### config.mk
export PLATFORM = sky130hd
export DESIGN_NAME = controle_multiciclo
export DESIGN_NICKNAME = d
export VERILOG_FILES = /design/src/rtl/controle_multiciclo.sv
export SDC_FILE = /design/constraint.sdc
export NUM_CORES = 1
export LEC_CHECK = 0
export ABC_CLOCK_PERIOD_IN_PS = 2600
export CAP_MARGIN = 10
export CORE_MARGIN = 2
export CORE_UTILIZATION = 45
export CTS_CLUSTER_DIAMETER = 150
export DETAILED_ROUTE_END_ITERATION = 10
export HOLD_SLACK_MARGIN = 0.05
export PLACE_DENSITY = 0.83
export RECOVER_POWER = 50
export SYNTH_ARGS = -nofsm -noshare
export SYNTH_HDL_FRONTEND = slang
export SYNTH_SLANG_ARGS = --single-unit
### constraint.sdc
create_clock -name clk -period 2.6 [get_ports clk]
set_input_delay 0.52 -clock clk [delete_from_list [all_inputs] [get_ports clk]]
set_output_delay 0.52 -clock clk [all_outputs]
set_load 0.01 [all_outputs]
### src/rtl/controle_multiciclo.sv
`default_nettype none
// +----------------------------------------------------------------------------+
// | Module      : controle_multiciclo                                          |
// | Description : Multicycle control unit for the RV32 single-issue datapath.  |
// |               Sequences BUSCA/DECOD/EXEC/ESCRITA on a one-hot bus, latches |
// |               and decodes the instruction, drives datapath strobes and the |
// |               PC-adder branch controls (pcsrc, imediato, negativo).        |
// |               Optional feature macro: CTRL_TIMEOUT_EN (memory watchdog).   |
// | Revision    : 1.0 - initial release                                        |
// +----------------------------------------------------------------------------+
module controle_multiciclo #(
  parameter int MAX_ESPERA = 8
) (
  input  logic        clk,
  input  logic        rst_n,
  input  logic [31:0] instrucao,
  input  logic        zero,
  input  logic        mem_pronto,
  output logic [3:0]  estado,
  output logic        pcsrc,
  output logic [11:0] imediato,
  output logic        negativo,
  output logic        reg_write,
  output logic        mem_read,
  output logic        mem_write,
  output logic        alu_src,
  output logic        mem_to_reg,
  output logic [1:0]  alu_op,
  output logic        erro
);

  typedef enum logic [3:0] {
    BUSCA   = 4'b0001,
    DECOD   = 4'b0010,
    EXEC    = 4'b0100,
    ESCRITA = 4'b1000
  } estado_t;

  estado_t     estado_q;
  logic [31:0] ir_q;
  logic        pcsrc_q;
  logic [11:0] imediato_q;
  logic        negativo_q;
  logic        reg_write_q;
  logic        mem_read_q;
  logic        mem_write_q;
  logic        alu_src_q;
  logic        mem_to_reg_q;
  logic [1:0]  alu_op_q;
  logic        erro_q;

`ifdef CTRL_TIMEOUT_EN
  localparam int c_espera_w = (MAX_ESPERA > 1) ? $clog2(MAX_ESPERA) : 1;
  logic [c_espera_w-1:0] espera_q;
`else
  localparam int c_unused_espera = MAX_ESPERA;
`endif

  // Decode source: the live fetch bus in BUSCA (so DECOD sees registered
  // outputs already), the latched IR in every later phase.
  logic [31:0] w_ir;
  logic [12:0] w_off;
  logic [11:0] w_mag;
  logic [2:0]  w_f3;
  logic        w_r, w_addi, w_lw, w_sw, w_beq, w_bne, w_br, w_legal, w_mem;
  logic [1:0]  w_alu_op;
  logic        w_alu_src, w_m2r, w_neg;
  logic [11:0] w_imm;
  logic        w_unused_bits;

  // Combinational instruction decode and branch-offset magnitude
  always_comb begin
    w_ir   = (estado_q == BUSCA) ? instrucao : ir_q;
    w_f3   = w_ir[14:12];
    w_off  = {w_ir[31], w_ir[7], w_ir[30:25], w_ir[11:8], 1'b0};
    // Low 12 bits of the 13-bit negation are the magnitude for every
    // representable offset except -4096, which is rejected below.
    w_mag  = w_ir[31] ? (~w_off[11:0] + 12'd1) : w_off[11:0];
    w_r    = 1'b0;
    w_addi = 1'b0;
    w_lw   = 1'b0;
    w_sw   = 1'b0;
    w_beq  = 1'b0;
    w_bne  = 1'b0;
    case (w_ir[6:0])
      7'b0110011: begin
        if ((w_ir[31:25] == 7'b0000000 &&
             (w_f3 == 3'b000 || w_f3 == 3'b110 || w_f3 == 3'b111)) ||
            (w_ir[31:25] == 7'b0100000 && w_f3 == 3'b000))
          w_r = 1'b1;
      end
      7'b0010011: w_addi = (w_f3 == 3'b000);
      7'b0000011: w_lw   = (w_f3 == 3'b010);
      7'b0100011: w_sw   = (w_f3 == 3'b010);
      7'b1100011: begin
        if (w_off != 13'h1000) begin
          w_beq = (w_f3 == 3'b000);
          w_bne = (w_f3 == 3'b001);
        end
      end
      default: ;
    endcase
    w_br      = w_beq | w_bne;
    w_mem     = w_lw | w_sw;
    w_legal   = w_r | w_addi | w_mem | w_br;
    w_alu_op  = w_r ? 2'b10 : (w_br ? 2'b01 : 2'b00);
    w_alu_src = w_addi | w_mem;
    w_m2r     = w_lw;
    w_imm     = w_br ? w_mag : 12'd0;
    w_neg     = w_br & w_ir[31];
  end

  // Register-select fields are consumed by the register file, not here
  assign w_unused_bits = ^w_ir[24:15];

  // Phase sequencer with registered datapath controls
  always_ff @(posedge clk or negedge rst_n) begin
    if (!rst_n) begin
      estado_q     <= BUSCA;
      ir_q         <= 32'd0;
      pcsrc_q      <= 1'b0;
      imediato_q   <= 12'd0;
      negativo_q   <= 1'b0;
      reg_write_q  <= 1'b0;
      mem_read_q   <= 1'b0;
      mem_write_q  <= 1'b0;
      alu_src_q    <= 1'b0;
      mem_to_reg_q <= 1'b0;
      alu_op_q     <= 2'b00;
      erro_q       <= 1'b0;
`ifdef CTRL_TIMEOUT_EN
      espera_q     <= '0;
`endif
    end else begin
      case (estado_q)
        BUSCA: begin
          estado_q     <= DECOD;
          ir_q         <= instrucao;
          alu_op_q     <= w_alu_op;
          alu_src_q    <= w_alu_src;
          mem_to_reg_q <= w_m2r;
          imediato_q   <= w_imm;
          negativo_q   <= w_neg;
`ifdef CTRL_TIMEOUT_EN
          espera_q     <= '0;
`endif
        end
        DECOD: begin
          estado_q    <= EXEC;
          mem_read_q  <= w_lw;
          mem_write_q <= w_sw;
        end
        EXEC: begin
          if (!w_mem || mem_pronto) begin
            estado_q    <= ESCRITA;
            mem_read_q  <= 1'b0;
            mem_write_q <= 1'b0;
            // zero is captured here directly as the branch decision
            pcsrc_q     <= (w_beq & zero) | (w_bne & ~zero);
            reg_write_q <= w_r | w_addi | w_lw;
            erro_q      <= ~w_legal;
          end
`ifdef CTRL_TIMEOUT_EN
          else if (espera_q == c_espera_w'(MAX_ESPERA - 1)) begin
            // Memory never answered: abandon the access
            estado_q    <= ESCRITA;
            mem_read_q  <= 1'b0;
            mem_write_q <= 1'b0;
            pcsrc_q     <= 1'b0;
            reg_write_q <= 1'b0;
            erro_q      <= 1'b1;
          end else begin
            espera_q <= espera_q + 1'b1;
          end
`endif
        end
        default: begin
          estado_q     <= BUSCA;
          pcsrc_q      <= 1'b0;
          imediato_q   <= 12'd0;
          negativo_q   <= 1'b0;
          reg_write_q  <= 1'b0;
          mem_read_q   <= 1'b0;
          mem_write_q  <= 1'b0;
          alu_src_q    <= 1'b0;
          mem_to_reg_q <= 1'b0;
          alu_op_q     <= 2'b00;
          erro_q       <= 1'b0;
        end
      endcase
    end
  end

  assign estado     = estado_q;
  assign pcsrc      = pcsrc_q;
  assign imediato   = imediato_q;
  assign negativo   = negativo_q;
  assign reg_write  = reg_write_q;
  assign mem_read   = mem_read_q;
  assign mem_write  = mem_write_q;
  assign alu_src    = alu_src_q;
  assign mem_to_reg = mem_to_reg_q;
  assign alu_op     = alu_op_q;
  assign erro       = erro_q;

endmodule
`default_nettype wire

==> flow_metrics.py <==
metrics = {
    "run_status": {
        "status": "finished, final reports clean",
    },
    "floorplan": {
        "start_util_pct": 46.8,
        "core-area_um2": 5510,
        "die_w_um": 79.7,
        "rows": 27,
        "dieHeight_um": 79.7,
        "io_pins": 62,
        "die_area_um2": 6350,
    },
    "global_route": {
        "grt_pass1_wl_um": 10800,
        "grt_pass1_vias": 2246,
        "antenna_found_initial": 0,
        "gr-usage-all-layers_pct": 21.6,
        "grt-ovfl-total": 0,
        "grt_max_degree": 48,
    },
    "synth": {
        "synth.cell_area_um2": 2580,
        "synth_ff_type": "dfrtp_1",
        "syn_area_per_cell_um2": 9.31,
        "synth_edf_count": 0,
        "yosysSeqAreaShare_pct": 45.7,
        "ys_warn_count": 0,
        "netlist_instances": 277,
        "synthArstFlopShare_pct": 100,
        "synthDistinctLibCells": 65,
        "ys_seq_elements": 47,
        "synth_fp_nets": 314,
    },
    "route": {
        "wl_met3_um": 379,
        "routed_wl_um": 6310,
        "first_iter_violations": 182,
        "routed-wl-met2_um": 2900,
        "drc": 0,
        "post_drt_wl_per_cell_um": 15.2,
        "routed.top_layer": "met4",
        "dr.pass1.iters": 4,
        "met1_length_um": 2920,
        "dr_total_vias": 2299,
        "avgViaCountPerCell": 5.54,
        "antenna_left": 0,
    },
    "sta": {
        "setup_viol": 0,
        "fmax_ghz": 0.405,
        "final.setup_skew_ns": 0.0130,
        "finalCritPeriodShare_pct": 95.0,
        "tightest_slew_ns": 1.13,
        "hold_viol_final": 0,
        "hold_ws_ns": 0.471,
        "post-route-min-period_ns": 2.47,
        "final.setup.tns_ns": 0,
        "slew_headroom_pct": 24.5,
        "rsz0062_at_grt": "false",
        "final_max_slew_viol_count": 0,
    },
    "clock_network": {
        "clock-sinks": 47,
        "tritoncts": "done",
        "htree_levels": 2,
        "cts_buffer_depth": 2,
        "cts_hold_buf": 0,
        "root_buffer": "clkbuf_8",
        "cts_resized": 0,
        "cts_setup_buffers": 0,
        "clock_latency_ns": 0.30,
        "clk_pin_slew_worst_paths_ns": 0.09,
        "numCtsBuffers": 5,
    },
    "worst_setup_path": {
        "start_kind": "flop",
        "path_class": "flop to flop",
        "cp.arrival_ns": 2.70,
        "required_ns": 2.83,
        "path_cells": "or4b_4 -> clkinv_4 -> nand2_1 -> and2_4 -> ha_4 -> o211ai_1 -> nand2_1 -> buf_4 -> o21ai_1",
        "critPathCaptureType": "flop",
        "worstReg2RegStart": "estado[0]$_DFFE_PN1P_",
        "startpoint": "estado[0]$_DFFE_PN1P_",
        "slowest_stage": "or4b_4",
        "cp_common_cell": "nand2_1",
        "cp_max_fo": 16,
        "cpPeakStageDelay_ns": 0.59,
    },
    "power_and_ir_drop": {
        "cellPowerDensity_nw_per_um2": 418,
        "vdd_ir_drop_max_mv": 0.234,
        "totalPowerFinal_mw": 1.40,
        "leakage_nw": 1.44,
    },
    "final_layout": {
        "post-route-util_pct": 60.6,
        "final_common_cell": "nand2_1",
        "final_cell_mix": "65 x nand2_1, 47 x clkdlybuf4s50_1, 46 x dfrtp_1, 20 x buf_4, 16 x nor2_1",
        "area_growth_pct": 29.5,
        "layout.nets": 379,
        "drive_gt1_share_pct": 14.0,
        "diodes": 0,
        "largest_reg_flops": 22,
        "fin_cells": 415,
        "fill_cells": 471,
        "top_register": "ir_q",
    },
    "job": {
        "maxCapViolCount": 0,
    },
    "placed_design": {
        "dpl.hpwl_um": 4870,
        "place_congestion": 0.875,
        "portBuffers": 50,
        "dp_cells": 407,
    },
    "hold_path": {
        "min_from": "ir_q[0]$_DFF_PN0_",
        "hold_path.class": "flop to flop",
    },
}
cells in the mapped netlist (2+ instances only):
cell type,count,area share (%)
mux2i_1,5,1.9
o2bb2ai_1,2,0.68
or3_1,2,0.49
nor2_1,16,2.3
o2111ai_1,3,1.0
buf_12,2,1.6
and3b_1,2,0.68
o31ai_1,3,0.87
inv_1,12,1.7
nand2_1,65,9.5
nor3_1,15,2.9
nand3_1,3,0.58
and3_1,3,0.73
o21ai_1,10,1.9
or4bb_1,3,1.3
xnor2_1,7,2.4
a31oi_1,2,0.49
o21ai_0,2,0.39
nand2b_1,2,0.49
a21oi_1,4,0.78
nor4_1,6,1.5
a32o_1,5,1.9
buf_2,5,0.97
or4_1,3,0.87
clkbuf_1,3,0.44
dfrtp_1,46,45
buf_4,2,0.58
xor2_1,3,1.0
o22ai_1,2,0.49
mux2_2,3,1.3
nor3_2,2,0.78
critical path, delay by kind of cell, from the launching register on:
kind	cells	cell delay, ns
adder cells (fa/ha/maj)	1	0.18
AO/OA/AOI/OAI	2	0.25
buffers and inverters	2	0.38
AND/OR/NAND/NOR	4	1.02
flip-flops	1	0.53
cell families (layout without fill, tap and decap cells):
group / after synthesis / count (layout) / synth area share [%]
fa+ha+maj: 1 / 1 / 0.485
compound gates: 49 / 49 / 14.3
xor+xnor: 10 / 10 / 3.40
mux: 9 / 9 / 3.78
flops: 47 / 47 / 45.7
other cells: 1 / 1 / 0.145
buf+inv: 26 / 92 / 5.92
simple gates: 134 / 134 / 26.3
cell type report:
type	count	area [um2]	area share (%)
inverters	13	53.8	1.61
flip-flops and latches	47	1180	35.3
clock inverters	2	16.3	0.487
multi-input cells	204	1270	38.0
clock buffers	6	82.6	2.47
repair buffers	71	651	19.5
well taps	72	90.1	2.70
routing by layer:
layer / vias up / GRT usage (%)
li1: 1122 / -
met3: 12 / 4.19
met2: 76 / 33.8
met4: 0 / 7.07
met1: 1089 / 30.2
met5: - / 0
final timing paths:
| check | slack (ns) | depth (start not counted) | endpoint |
|---|---|---|---|
| setup reg to reg | 0.13 | 9 | imediato[6]$_DFFE_PN0N_ |
| hold / removal | 0.47 | 2 | ir_q[0]$_DFF_PN0_ |
| setup / recovery | 0.13 | 9 | imediato[6]$_DFFE_PN0N_ |
| hold reg to reg | 0.47 | 2 | ir_q[0]$_DFF_PN0_ |
| min in group asynchronous | 0.50 | 2 | ir_q[26]$_DFF_PN0_ |
| max in group asynchronous | 1.41 | 2 | ir_q[9]$_DFF_PN0_ |
where the power goes:
part	internal [mW]	switching [mW]	leakage (nW)
Clock	0.217	0.248	0.0474
Sequential	0.748	0.0161	0.593
Combinational	0.0803	0.0856	0.802
stage by stage:
step           cell area, um2  setup slack, ns
6_report                 3340            0.130
5_1_grt                  3340         0.000543
4_1_cts                  3340            0.123
3_5_place_dp             3240           0.0324
3_3_place_gp             3240           0.0448
2_1_floorplan            2630          0.00156
(Power assumes the default switching activity.)
